--- src/rtl/ps2_top_msx.sv ---
// ps2_top_msx: PS/2 Set-2 keyboard to MSX 11x8 keyboard-matrix bridge.
// Receives scan codes, tracks key state per matrix bit and answers row
// select Y with the active-low column byte X.
// Optional feature macro: PS2_HOST_TX_EN -- when defined, sends the keyboard
// reset command FF after reset; when undefined, dataout/clkout stay released.
module ps2_top_msx #(
    parameter int TIMEOUT = 20000
) (
    input  logic       CLKi,
    input  logic       RST,
    input  logic       pclk,
    input  logic       data,
    input  logic [3:0] Y,
    output logic [7:0] X,
    output logic       dataout,
    output logic       clkout
);
    localparam int TW = $clog2(TIMEOUT + 1);

    typedef enum logic [1:0] {RX_IDLE, RX_DATA, RX_PARITY, RX_STOP} rx_state_t;

    logic [1:0]    pclk_sync, data_sync;
    logic          pclk_prev, fall, bit_in;
    rx_state_t     rx_state, rx_nxt;
    logic [2:0]    bit_cnt;
    logic [7:0]    shift_reg, rx_byte;
    logic [TW-1:0] idle_cnt;
    logic          timed_out, byte_done, rx_valid, tx_active;
    logic          ext, brk;
    logic [2:0]    skip;
    logic [7:0]    key;
    logic [7:0]    matrix [0:8];

    // Synchronize both PS/2 lines and keep a delayed pclk for fall detection
    always_ff @(posedge CLKi) begin
        // NOTE: sequential state uses <= so every flop samples pre-edge values.
        if (RST) begin
            pclk_sync <= 2'b11;
            data_sync <= 2'b11;
            pclk_prev <= 1'b1;
        end else begin
            pclk_sync <= {pclk_sync[0], pclk};
            data_sync <= {data_sync[0], data};
            pclk_prev <= pclk_sync[1];
        end
    end

    assign fall      = pclk_prev & ~pclk_sync[1];
    assign bit_in    = data_sync[1];
    assign timed_out = (idle_cnt == TW'(TIMEOUT));

    // Receiver next state: frame sequencing, error drop and idle timeout
    always_comb begin
        // NOTE: defaults first so no path leaves a variable unassigned (no latch).
        rx_nxt    = rx_state;
        byte_done = 1'b0;
        if (tx_active) begin
            rx_nxt = RX_IDLE;
        end else if (fall) begin
            case (rx_state)
                RX_IDLE:   if (!bit_in) rx_nxt = RX_DATA;
                RX_DATA:   if (bit_cnt == 3'd7) rx_nxt = RX_PARITY;
                RX_PARITY: rx_nxt = (^{shift_reg, bit_in}) ? RX_STOP : RX_IDLE;
                RX_STOP: begin
                    rx_nxt    = RX_IDLE;
                    byte_done = bit_in;
                end
                default:   rx_nxt = RX_IDLE;
            endcase
        end else if (rx_state != RX_IDLE && timed_out) begin
            rx_nxt = RX_IDLE;
        end
    end

    // Receiver state register, data shifter and idle-clock counter
    always_ff @(posedge CLKi) begin
        if (RST) begin
            rx_state  <= RX_IDLE;
            bit_cnt   <= 3'd0;
            shift_reg <= 8'h00;
            rx_byte   <= 8'h00;
            rx_valid  <= 1'b0;
            idle_cnt  <= '0;
        end else begin
            rx_state <= rx_nxt;
            rx_valid <= byte_done;
            if (byte_done) rx_byte <= shift_reg;
            if (rx_state == RX_IDLE || fall) idle_cnt <= '0;
            else                             idle_cnt <= idle_cnt + TW'(1);
            if (fall && rx_state == RX_IDLE) bit_cnt <= 3'd0;
            if (fall && rx_state == RX_DATA) begin
                shift_reg <= {bit_in, shift_reg[7:1]};
                bit_cnt   <= bit_cnt + 3'd1;
            end
        end
    end

    // Scan code to matrix position: {hit, row[3:0], column[2:0]}
    function automatic logic [7:0] key_map(input logic e, input logic [7:0] code);
        case ({e, code})
            9'h045: key_map = 8'h80; 9'h016: key_map = 8'h81; 9'h01E: key_map = 8'h82; 9'h026: key_map = 8'h83;
            9'h025: key_map = 8'h84; 9'h02E: key_map = 8'h85; 9'h036: key_map = 8'h86; 9'h03D: key_map = 8'h87;
            9'h03E: key_map = 8'h88; 9'h046: key_map = 8'h89; 9'h04E: key_map = 8'h8A; 9'h055: key_map = 8'h8B;
            9'h05D: key_map = 8'h8C; 9'h054: key_map = 8'h8D; 9'h05B: key_map = 8'h8E; 9'h04C: key_map = 8'h8F;
            9'h052: key_map = 8'h90; 9'h00E: key_map = 8'h91; 9'h041: key_map = 8'h92; 9'h049: key_map = 8'h93;
            9'h04A: key_map = 8'h94; 9'h01C: key_map = 8'h96; 9'h032: key_map = 8'h97;
            9'h021: key_map = 8'h98; 9'h023: key_map = 8'h99; 9'h024: key_map = 8'h9A; 9'h02B: key_map = 8'h9B;
            9'h034: key_map = 8'h9C; 9'h033: key_map = 8'h9D; 9'h043: key_map = 8'h9E; 9'h03B: key_map = 8'h9F;
            9'h042: key_map = 8'hA0; 9'h04B: key_map = 8'hA1; 9'h03A: key_map = 8'hA2; 9'h031: key_map = 8'hA3;
            9'h044: key_map = 8'hA4; 9'h04D: key_map = 8'hA5; 9'h015: key_map = 8'hA6; 9'h02D: key_map = 8'hA7;
            9'h01B: key_map = 8'hA8; 9'h02C: key_map = 8'hA9; 9'h03C: key_map = 8'hAA; 9'h02A: key_map = 8'hAB;
            9'h01D: key_map = 8'hAC; 9'h022: key_map = 8'hAD; 9'h035: key_map = 8'hAE; 9'h01A: key_map = 8'hAF;
            9'h012: key_map = 8'hB0; 9'h059: key_map = 8'hB0; 9'h014: key_map = 8'hB1; 9'h114: key_map = 8'hB1;
            9'h011: key_map = 8'hB2; 9'h058: key_map = 8'hB3; 9'h111: key_map = 8'hB4; 9'h005: key_map = 8'hB5;
            9'h006: key_map = 8'hB6; 9'h004: key_map = 8'hB7;
            9'h00C: key_map = 8'hB8; 9'h003: key_map = 8'hB9; 9'h076: key_map = 8'hBA; 9'h00D: key_map = 8'hBB;
            9'h083: key_map = 8'hBC; 9'h066: key_map = 8'hBD; 9'h00A: key_map = 8'hBE; 9'h05A: key_map = 8'hBF;
            9'h029: key_map = 8'hC0; 9'h16C: key_map = 8'hC1; 9'h170: key_map = 8'hC2; 9'h171: key_map = 8'hC3;
            9'h16B: key_map = 8'hC4; 9'h175: key_map = 8'hC5; 9'h172: key_map = 8'hC6; 9'h174: key_map = 8'hC7;
            default: key_map = 8'h00;
        endcase
    endfunction

    assign key = key_map(ext, rx_byte);

    // Decoder: prefix flags, Pause-sequence skip and matrix bit updates
    always_ff @(posedge CLKi) begin
        if (RST) begin
            // NOTE: the matrix is a flop array, so it is reset explicitly row by row.
            for (int r = 0; r < 9; r++) matrix[r] <= 8'hFF;
            ext  <= 1'b0;
            brk  <= 1'b0;
            skip <= 3'd0;
        end else if (rx_valid) begin
            if (skip != 3'd0) begin
                skip <= skip - 3'd1;
            end else begin
                case (rx_byte)
                    8'hE0: ext <= 1'b1;
                    8'hF0: brk <= 1'b1;
                    8'hE1: skip <= 3'd7;    // rest of E1 14 77 E1 F0 14 F0 77
                    8'hAA, 8'hFA, 8'hEE: ;  // keyboard responses, not keys
                    default: begin
                        if (key[7]) matrix[key[6:3]][key[2:0]] <= brk;
                        ext <= 1'b0;
                        brk <= 1'b0;
                    end
                endcase
            end
        end
    end

    // Row readout; keypad rows and out-of-range selects read as released
    always_comb begin
        X = 8'hFF;
        if (!RST && Y <= 4'd8) X = matrix[Y];
    end

`ifdef PS2_HOST_TX_EN
    typedef enum logic [2:0] {TX_WAIT, TX_INHIBIT, TX_REQ, TX_SHIFT, TX_ACK, TX_DONE} tx_state_t;
    localparam int WAIT_CLKS    = 10;    // 1 us at 10 MHz
    localparam int INHIBIT_CLKS = 1000;  // 100 us at 10 MHz
    localparam int CW           = (TW > 10) ? TW : 10;

    tx_state_t     tx_state, tx_nxt;
    logic [CW-1:0] tx_cnt;
    logic [8:0]    tx_shift;
    logic [3:0]    tx_bits;
    logic          tx_out;

    // Transmitter state register, bit shifter and phase counter
    always_ff @(posedge CLKi) begin
        if (RST) begin
            tx_state <= TX_WAIT;
            tx_cnt   <= '0;
            tx_shift <= 9'h1FF;  // FF with odd parity bit 1
            tx_bits  <= 4'd0;
            tx_out   <= 1'b1;
        end else begin
            tx_state <= tx_nxt;
            if (tx_nxt != tx_state || (fall && (tx_state == TX_SHIFT || tx_state == TX_ACK)))
                tx_cnt <= '0;
            else
                tx_cnt <= tx_cnt + CW'(1);
            if (tx_state == TX_REQ) begin
                tx_out <= 1'b0;
            end else if (tx_state == TX_SHIFT && fall) begin
                tx_out   <= tx_shift[0];
                tx_shift <= {1'b1, tx_shift[8:1]};
                tx_bits  <= tx_bits + 4'd1;
            end
        end
    end

    // Transmitter next state and open-drain line drives
    always_comb begin
        tx_nxt  = tx_state;
        dataout = 1'b1;
        clkout  = 1'b1;
        case (tx_state)
            TX_WAIT:    if (tx_cnt == CW'(WAIT_CLKS - 1)) tx_nxt = TX_INHIBIT;
            TX_INHIBIT: begin
                clkout = 1'b0;
                if (tx_cnt == CW'(INHIBIT_CLKS - 1)) tx_nxt = TX_REQ;
            end
            TX_REQ: begin
                clkout  = 1'b0;
                dataout = 1'b0;
                tx_nxt  = TX_SHIFT;
            end
            TX_SHIFT: begin
                dataout = tx_out;
                if (fall && tx_bits == 4'd9)        tx_nxt = TX_ACK;
                else if (tx_cnt == CW'(TIMEOUT))    tx_nxt = TX_DONE;
            end
            TX_ACK:     if (fall || tx_cnt == CW'(TIMEOUT)) tx_nxt = TX_DONE;
            default:    tx_nxt = TX_DONE;
        endcase
        if (RST) begin
            dataout = 1'b1;
            clkout  = 1'b1;
        end
    end

    assign tx_active = (tx_state != TX_DONE);
`else
    assign tx_active = 1'b0;
    assign dataout   = 1'b1;
    assign clkout    = 1'b1;
`endif

endmodule

--- config.mk ---
export PLATFORM = sky130hd
export DESIGN_NAME = ps2_top_msx
export DESIGN_NICKNAME = d
export VERILOG_FILES = /design/src/rtl/ps2_top_msx.sv
export SDC_FILE = /design/constraint.sdc
export NUM_CORES = 1
export LEC_CHECK = 0
export ABC_AREA = 1
export CAP_MARGIN = 20
export CORE_MARGIN = 3
export CORE_UTILIZATION = 35
export DETAILED_ROUTE_END_ITERATION = 12
export PLACE_DENSITY_LB_ADDON = 0.25
export SYNTH_ARGS = -nofsm -noshare
export SYNTH_HDL_FRONTEND = slang
export SYNTH_SLANG_ARGS = --single-unit
--- constraint.sdc ---
create_clock -name CLKi -period 7.35 [get_ports CLKi]
set_clock_uncertainty 0.2 [all_clocks]
set_input_delay 0.735 -clock CLKi [delete_from_list [all_inputs] [get_ports CLKi]]
set_output_delay 0.735 -clock CLKi [all_outputs]
set_load 0.02 [all_outputs]
==> results of run 1 <==
cell families (layout without fill, tap and decap cells):
group	Yosys count	in the layout	share of synthesized area (%)
buffers and inverters	142	132	7.78
other	1	3	0.0483
flip-flops	119	119	39.9
XOR/XNOR	8	8	0.902
AND/OR/NAND/NOR	672	672	40.6
adder cells (fa/ha/maj)	6	6	0.966
AO/OA/AOI/OAI	128	128	9.79
synth_stat cells, types with 2 or more instances:
master     instances  share of area [%]
buf_4             11                1.1
buf_1              3               0.14
nand2_2           14                1.1
o2111ai_1          8               0.90
a31oi_1            2               0.16
nand3_1          157                 10
nor2_8             2               0.52
o221ai_1           8               0.90
nor2_1           148                7.1
xor2_1             3               0.34
dfxtp_1           47                 12
nand4_1           30                2.4
xnor2_1            5               0.56
buf_2              4               0.26
a22oi_1            8               0.77
nand3_2            5               0.64
nor2_4            17                2.5
clkbuf_1          39                1.9
or2_2              4               0.32
buf_6              3               0.43
o21ai_0           54                3.5
ha_1               6               0.97
inv_2             15               0.72
clkinv_1           2              0.097
and3_1             3               0.24
o32ai_1            8               0.90
nor2_2            15                1.2
o21ai_1            5               0.32
nand2_1          247                 12
inv_1             64                3.1
edfxtp_1          72                 28
nor4_1             2               0.16
nor3_1            22                1.4
a21oi_1           32                2.1
nand3_4            2               0.45
power groups by stage:
| stage | registers, mW | logic (mW) | clock network (mW) |
|---|---|---|---|
| after floorplan | 0.722 | 0.0470 | 0 |
| after global routing | 0.708 | 0.0705 | 0.780 |
| final | 0.709 | 0.0628 | 0.742 |
| after detailed placement | 0.722 | 0.0630 | 0 |
| after global placement | 0.722 | 0.0620 | 0 |
| after CTS | 0.708 | 0.0631 | 0.758 |
layout make-up:
class	count	area, um^2
fillers	2267	12900
inverters	82	310
repair buffers	18	173
clock buffers	20	437
flip-flops and latches	119	3100
multi-input cells	817	4070
well taps	275	344
clock inverters	12	86.3
routing by layer:
metal / wire (um) / track usage (%) / vias up
li1: - / - / 3600
met2: 10100 / 29.2 / 222
met1: 10100 / 24.5 / 3335
met5: 0 / 0 / -
met3: 1160 / 3.53 / 34
met4: 358 / 5.13 / 0
stage by stage:
stage / std cells / instance area [um^2] / util, % / hold slack, ns
after global routing: 1343 / 8520 / 39.8 / 0.222
after detailed placement: 1311 / 8000 / 37.4 / 0.194
final: 1343 / 8520 / 39.8 / 0.207
after global placement: 1311 / 8000 / 37.4 / 0.195
after CTS: 1343 / 8520 / 39.8 / 0.207
after floorplan: 1078 / 7780 / - / 0.189
cells in the final DEF, fill, tap and decap left out, types with 22 or more instances in the layout:
cell	count
nand4_1	30
nor2_1	148
a21oi_1	32
inv_1	64
dfxtp_1	47
o21ai_0	54
edfxtp_1	72
nand3_1	157
nor3_1	22
nand2_1	247
final timing paths:
path / start / endpoint
setup / recovery: Y[0] / X[7]
hold / removal: data_sync[0] / data_sync[1]
setup reg to reg: ext / matrix[6][4]
hold reg to reg: data_sync[0] / data_sync[1]
==> summary.md, run 1 <==
| Metric | Value |
|---|---|
| Outcome | complete, no violations |
| Overall power | 1.51 mW |
| Ports | 18 |
| Worst Path Required | 6.41 ns |
| Number of synthesized register bits | 119 |
| Total GRT Usage | 18.0% |
| Yosys warns | 0 |
| Placer Congestion | 0.960 |
| Seq pwr share | 46.8% |
| Worst slew pin tran | 1.10 ns |
| Period utilisation layout | 71.7% |
| Syn Inst Count | 1,076 |
| Part of the power in the clock network | 49.0% |
| Post-CTS Resized | 0 |
| CP most frequent cell | clkdlybuf4s50_1 |
| Die Ht | 155 um |
| Vias in the first global route | 6,594 |
| Setup bufs post-CTS | 0 |
| Critical Path, Cell by Cell | clkdlybuf4s50_1, inv_1, nor2_1, a22oi_1, o32ai_1, nand2_1, o2111ai_1, clkdlybuf4s50_1 |
| Fraction of layout cells with a size suffix above 1 | 9.83% |
| I/O Buffers | 15 |
| DRT iter0 DRCs | 813 |
| Worst Setup End Kind | output pin |
| Initial antenna violation count | 0 |
| DRT antenna net count | 0 |
| Post-synth cell types | 44 |
| Hold crit path type | reg -> reg |
| Pwr/cell area | 178 nW/um^2 |
| First-pass GRT wire length | 34,900 um |
| Largest registers | matrix (72), idle_cnt (15) |
| Drt first pass iters | 5 |
| Worst setup margin | 2.08 ns |
| Setup Slack @ Placement | 2.14 ns |
| Setup CP Type | in -> out |
| Delay-heaviest family, CP | buffers and inverters |
| Sink Count | 119 |
| Post-layout min period | 5.27 ns |
| Max FFs per register | 72 |
| Peak supply drop | 0.176 mV |
| Routed WL | 21,800 um |
| Setup violators final | 0 |
| Area of the die | 24,000 um^2 |
| CTS buffer count | 17 |
| Setup TNS | 0 ns |
| FFs w/ async S/R, synth | 0% |
| H-tree levels | 4 |
| Root Buffer | clkbuf_16 |
| Nets@finish | 1,069 |
| CTS tree | yes |
| CTS max path bufs | 2 |
| Via Count | 7,191 |
| Max-slew violation count | 0 |
| Sw frac | 21.7% |
| Dpl hpwl | 15,300 um |
| Register area share after synthesis | 39.9% |
| Synth-to-layout area growth | 9.69% |
| Final hold violation count | 0 |
| Largest net degree at the start of global routing | 81 |
| Core area | 21,400 um^2 |
| Worst slew margin | 26.6% |
| Gate power share | 4.1% |
| FF-to-FF setup slack | 3.51 ns |
| Post-synth EDFFs | 72 |
| Leak pwr | 3.24 nW |
| P_int | 1.18 mW |
| Leading register cell type out of synthesis | edfxtp_1 |
| Worst Path Arrival | 4.34 ns |
| CP peak stage delay | 1.20 ns |
| Largest register by flop count | matrix |
| Starting density of the core | 36.3% |
| Drt wl/cell | 16.2 um |
| Max Cap Viol | 0 |
| Fmax | 190 MHz |
| Hold_buf cts | 0 |
| CTS clock-pin slew for the worst setup and hold paths | 0.05 ns |
| Worst Path Max Fanout | 34 |
| Net load switching power | 328 uW |
| Worst setup SP type | input pin |
| Diode count | 0 |
| Post-route DRC | 0 |
| Critical path's slowest cell | clkdlybuf4s50_1 |
| Gr ovfl total | 0 |
| Mean post-synth cell area | 7.22 um^2 |
| Clock latency on the worst-skew pair | 0.40 ns |
| Unrepaired setup endpoints after global routing | false |
| WP buf/inv | 3 |
| Die width | 155 um |
| Hold Path Cell Cnt | 1 |
| Stages on worst setup path | 8 |
| Drt via density | 5.35 |
| Row Count | 53 |
| Synthesized cell area | 7770 um^2 |
| Reg2Reg Depth | 13 |
No activity file was read; power rests on OpenSTA's default activity.
==> run 2: changes to the inputs <==
==> constraint.sdc (replaced) <==
create_clock -name CLKi -period 4.9 [get_ports CLKi]
set_clock_uncertainty 0.2 [all_clocks]
set_input_delay 0.49 -clock CLKi [delete_from_list [all_inputs] [get_ports CLKi]]
set_output_delay 0.49 -clock CLKi [all_outputs]
set_load 0.02 [all_outputs]
==> summary.md, run 2 (same netlist as run 1, synthesis figures left out) <==
| Metric | Value |
|---|---|
| Outcome | complete, no violations |
| Nets@finish | 1,071 |
| Diode count | 0 |
| Reg2Reg Launch Point | ext |
| Drt first pass iters | 5 |
| Die width | 155 um |
| Drt via density | 5.49 |
| P_int | 1.74 mW |
| Max-slew violation count | 0 |
| Period utilisation layout | 82.6% |
| Post-layout min period | 4.05 ns |
| Gr ovfl total | 0 |
| Vias in the first global route | 6,807 |
| Placer Congestion | 0.977 |
| Leak pwr | 3.24 nW |
| Max FFs per register | 72 |
| Gate power share | 4.4% |
| Setup violators final | 0 |
| Fmax | 247 MHz |
| Final hold violation count | 0 |
| Drt wl/cell | 16.8 um |
| Fraction of layout cells with a size suffix above 1 | 10.5% |
| Hold crit path type | reg -> reg |
| Worst setup SP type | input pin |
| WHS Endpoint | data_sync[1] |
| Starting density of the core | 36.3% |
| Routed WL | 22,500 um |
| Most common cell after layout, fill and taps aside | nand2_1 |
| Critical hold path startpoint | data_sync[0] |
| Area of the die | 24,000 um^2 |
| CTS buffer count | 17 |
| Peak supply drop | 0.241 mV |
| Setup bufs post-CTS | 0 |
| DRT antenna net count | 0 |
| Post-CTS Resized | 0 |
| Largest register by flop count | matrix |
| Total GRT Usage | 18.8% |
| Sink Count | 119 |
| Reg2Reg Depth | 12 |
| Most used routing layer in global routing | met2 |
| Largest net degree at the start of global routing | 88 |
| Unrepaired setup endpoints after global routing | false |
| Worst Setup End Kind | output pin |
| Part of the power in the clock network | 49.0% |
| CTS clock-pin slew for the worst setup and hold paths | 0.06 ns |
| CP most frequent cell | clkdlybuf4s50_1 |
| Synth-to-layout area growth | 10.0% |
| CTS tree | yes |
| Dpl cell area | 8020 um^2 |
| Root Buffer | clkbuf_16 |
| DRT iter0 DRCs | 696 |
| R2R Path End | matrix[8][7] |
| Clock latency on the worst-skew pair | 0.42 ns |
| Critical Path, Cell by Cell | clkdlybuf4s50_1, inv_1, o32ai_1, nand2_1, o2111ai_1, clkdlybuf4s50_1 |
| Initial antenna violation count | 0 |
| Fillers | 2,225 |
| Worst Path Required | 4.21 ns |
| Core area | 21,400 um^2 |
| Critical path's slowest cell | clkdlybuf4s50_1 |
| I/O Buffers | 15 |
| Via Count | 7,386 |
| FF-to-FF setup slack | 1.22 ns |
| Die Ht | 155 um |
| Commonest cells after routing, fill and taps aside | nand2_1 (247), nand3_1 (157), nor2_1 (148) |
| Worst slew margin | 39.4% |
| Largest registers | matrix (72), idle_cnt (15) |
| Ports | 18 |
| Worst Path Arrival | 3.36 ns |
| H-tree levels | 4 |
| Post-route DRC | 0 |
| Worst Path Max Fanout | 19 |
| Pwr/cell area | 267 nW/um^2 |
| Sw frac | 23.9% |
| Worst slew pin tran | 0.908 ns |
| Met2 usage in global routing | 29.8% |
| CTS max path bufs | 2 |
| Dpl hpwl | 15,600 um |
| GR Layer Usage met3 | 3.92% |
| First-pass GRT wire length | 36,500 um |
| CP peak stage delay | 0.96 ns |
| GRT met1 Usage | 25.6% |
| Row Count | 53 |
| Critical Path Start | Y[1] |
| Setup CP Type | in -> out |
| Setup TNS | 0 ns |
| Hold Path Cell Cnt | 1 |
| Design area | 8550 um^2 |
| Max Cap Viol | 0 |
| Hold_buf cts | 0 |
| Seq pwr share | 46.6% |
| Net load switching power | 545 uW |
## run 2: power groups by stage
| stage | combinational (mW) | clock, mW | sequential (mW) |
|---|---|---|---|
| after floorplan | 0.0705 | 0 | 1.08 |
| after global placement | 0.0991 | 0 | 1.08 |
| after detailed placement | 0.101 | 0 | 1.08 |
| after CTS | 0.101 | 1.14 | 1.06 |
| after global routing | 0.112 | 1.18 | 1.06 |
| final | 0.101 | 1.12 | 1.06 |
## run 2: worst max-delay path: cells and delay by family
family          cells  cell delay [ns]
compound gates      2             0.65
buf+inv             3             2.12
simple gates        1             0.09
## run 2: routing by layer
layer  wire length (um)  up-vias
met2              10400      257
met5                  0        -
met4                514        0
met1              10200     3478
li1                   -     3610
met3               1380       41
## run 2: worst max path at each step
stage                              end  slack (ns)  depth (start not counted)
after floorplan           matrix[2][3]        2.50                         15
after detailed placement          X[1]        0.90                          6
after CTS                         X[1]        0.89                          6
after global routing              X[1]        0.74                          6
after global placement            X[1]        0.92                          6
final                             X[1]        0.85                          6
## run 2: area by class of cell
type                            count  area [um^2]  area share, %
Multi-Input combinational cell    817         4070           47.6
Sequential cell                   119         3100           36.3
Clock buffer                       17          425           4.98
Tap cell                          275          344           4.03
Inverter                           82          310           3.63
Timing Repair Buffer               20          188           2.20
Clock inverter                     15          106           1.24
## run 2: through the flow
stage / hold slack, ns / instances / total power, mW / util [%] / worst slack, ns
after floorplan: 0.189 / 1078 / 1.15 / - / 2.50
after global placement: 0.195 / 1313 / 1.18 / 37.4 / 0.921
after detailed placement: 0.195 / 1313 / 1.18 / 37.4 / 0.899
after CTS: 0.209 / 1345 / 2.30 / 39.9 / 0.892
after global routing: 0.216 / 1345 / 2.35 / 39.9 / 0.737
final: 0.207 / 1345 / 2.28 / 39.9 / 0.851
==> run 3: changes to the inputs <==
==> constraint.sdc (replaced) <==
create_clock -name CLKi -period 3.67 [get_ports CLKi]
set_clock_uncertainty 0.2 [all_clocks]
set_input_delay 0.367 -clock CLKi [delete_from_list [all_inputs] [get_ports CLKi]]
set_output_delay 0.367 -clock CLKi [all_outputs]
set_load 0.02 [all_outputs]
==> summary.md, run 3 (same netlist as run 1, synthesis figures left out) <==
| Metric | Value |
|---|---|
| Worst Setup End Kind | output pin |
| Via Count | 7,289 |
| Max Cap Viol | 0 |
| Hold_buf cts | 0 |
| Gr ovfl total | 0 |
| Unrepaired setup endpoints after global routing | false |
| CTS max path bufs | 2 |
| Fmax | 309 MHz |
| Fraction of layout cells with a size suffix above 1 | 11.0% |
| CTS tree | yes |
| Setup Slack @ Placement | 0.454 ns |
| CTS clock-pin slew for the worst setup and hold paths | 0.05 ns |
| Outcome | complete, no violations |
| Total GRT Usage | 19.1% |
| Largest register by flop count | matrix |
| Setup violators final | 0 |
| Critical hold path startpoint | pclk_sync[0] |
| CTS buffer count | 17 |
| Part of the power in the clock network | 49.1% |
| Die Ht | 155 um |
| Gate power share | 4.4% |
| Net load switching power | 679 uW |
| Initial antenna violation count | 0 |
| Die width | 155 um |
| Commonest cells after routing, fill and taps aside | nand2_1 (247), nand3_1 (157), nor2_1 (148) |
| Nets@finish | 1,085 |
| Area of the die | 24,000 um^2 |
| Most common cell after layout, fill and taps aside | nand2_1 |
| First-pass GRT wire length | 36,900 um |
| Worst Path Max Fanout | 15 |
| Clock latency on the worst-skew pair | 0.41 ns |
| Drt wl/cell | 16.6 um |
| Post-layout min period | 3.24 ns |
| Starting density of the core | 36.3% |
| Routed WL | 22,600 um |
| Peak supply drop | 0.250 mV |
| Setup CP Type | in -> out |
| Worst Path Required | 3.10 ns |
| Worst Path Arrival | 2.67 ns |
| Max-slew violation count | 0 |
| Worst slew pin tran | 0.765 ns |
| DRT iter0 DRCs | 831 |
| Drt via density | 5.37 |
| Post-CTS Resized | 0 |
| Setup TNS | 0 ns |
| DRT antenna net count | 0 |
| Pwr/cell area | 353 nW/um^2 |
| Root Buffer | clkbuf_16 |
| Placer Congestion | 0.976 |
| Critical Path Start | Y[0] |
| Dpl hpwl | 16,200 um |
| Max FFs per register | 72 |
| Core area | 21,400 um^2 |
| Hold crit path type | reg -> reg |
| Drt first pass iters | 5 |
| Largest registers | matrix (72), idle_cnt (15) |
| Leak pwr | 3.32 nW |
| Largest net degree at the start of global routing | 81 |
| Fillers | 2,239 |
| Setup bufs post-CTS | 0 |
| P_int | 2.37 mW |
| Diode count | 0 |
| Vias in the first global route | 6,800 |
| Worst setup margin | 0.429 ns |
| Reg2Reg Launch Point | rx_byte[2] |
| Worst slew margin | 49.0% |
| Row Count | 53 |
| H-tree levels | 4 |
| Period utilisation layout | 88.3% |
| Final hold violation count | 0 |
| Sink Count | 119 |
| Ports | 18 |
| Seq pwr share | 46.5% |
| Worst setup SP type | input pin |
| Synth-to-layout area growth | 11.4% |
| Sw frac | 22.2% |
| I/O Buffers | 15 |
| Post-route DRC | 0 |
run 3: cell count changes in the layout (fill, tap and decap cells not counted), sizes merged:
cell,previous run,this run
buf,5,19
clkbuf,17,19
bufinv,0,1
clkinv,8,11
clkinvlp,7,2
inv,82,80
run 3: final cells by class:
class	instances	area (um^2)	area share, %
multi-input combinational	817	4070	47.0
sequential	119	3100	35.9
clock buffer	19	433	5.00
tap	275	344	3.98
inverter	82	310	3.59
timing repair buffer	34	305	3.53
clock inverter	12	87.6	1.01
run 3: stage by stage:
stage	utilization (%)	instance area, um^2	hold slack [ns]	total power [mW]	instances
after floorplan	-	7780	0.189	1.54	1078
after global placement	38.0	8130	0.191	1.58	1327
after detailed placement	38.0	8130	0.197	1.58	1327
after CTS	40.4	8650	0.210	3.09	1358
after global routing	40.4	8650	0.213	3.16	1358
final	40.4	8650	0.210	3.05	1358
run 3: power groups by stage:
| stage | Sequential (mW) | Combinational [mW] | Clock (mW) |
|---|---|---|---|
| 3_3_place_gp | 1.45 | 0.130 | 0 |
| 3_5_place_dp | 1.45 | 0.133 | 0 |
| 5_1_grt | 1.42 | 0.149 | 1.59 |
| 4_1_cts | 1.42 | 0.133 | 1.54 |
| 2_1_floorplan | 1.45 | 0.0942 | 0 |
| 6_report | 1.42 | 0.134 | 1.50 |
run 3: per-layer routing:
metal  global-route usage [%]  share of wire [%]  vias up  wire [um]
met5                        0                  0        -          0
met4                     6.60                2.5        0        560
met3                     4.20                7.0       47       1590
met2                     30.2                 46      276      10400
met1                     25.9                 45     3340      10100
li1                         -                  -     3626          -
run 3: critical path: stages:
cell and delay, ns:
clkdlybuf4s50_1 0.45, buf_4 0.20, nor2_1 0.45, a22oi_1 0.19, o32ai_1 0.18, nand2_1 0.08
o2111ai_1 0.10, clkdlybuf4s50_1 0.66
run 3: worst paths after layout:
check / to / slack (ns) / depth (start not counted)
hold / removal: pclk_sync[1] / 0.21 / 1
hold reg to reg: pclk_sync[1] / 0.21 / 1
setup / recovery: X[2] / 0.43 / 8
setup reg to reg: matrix[7][1] / 0.55 / 13
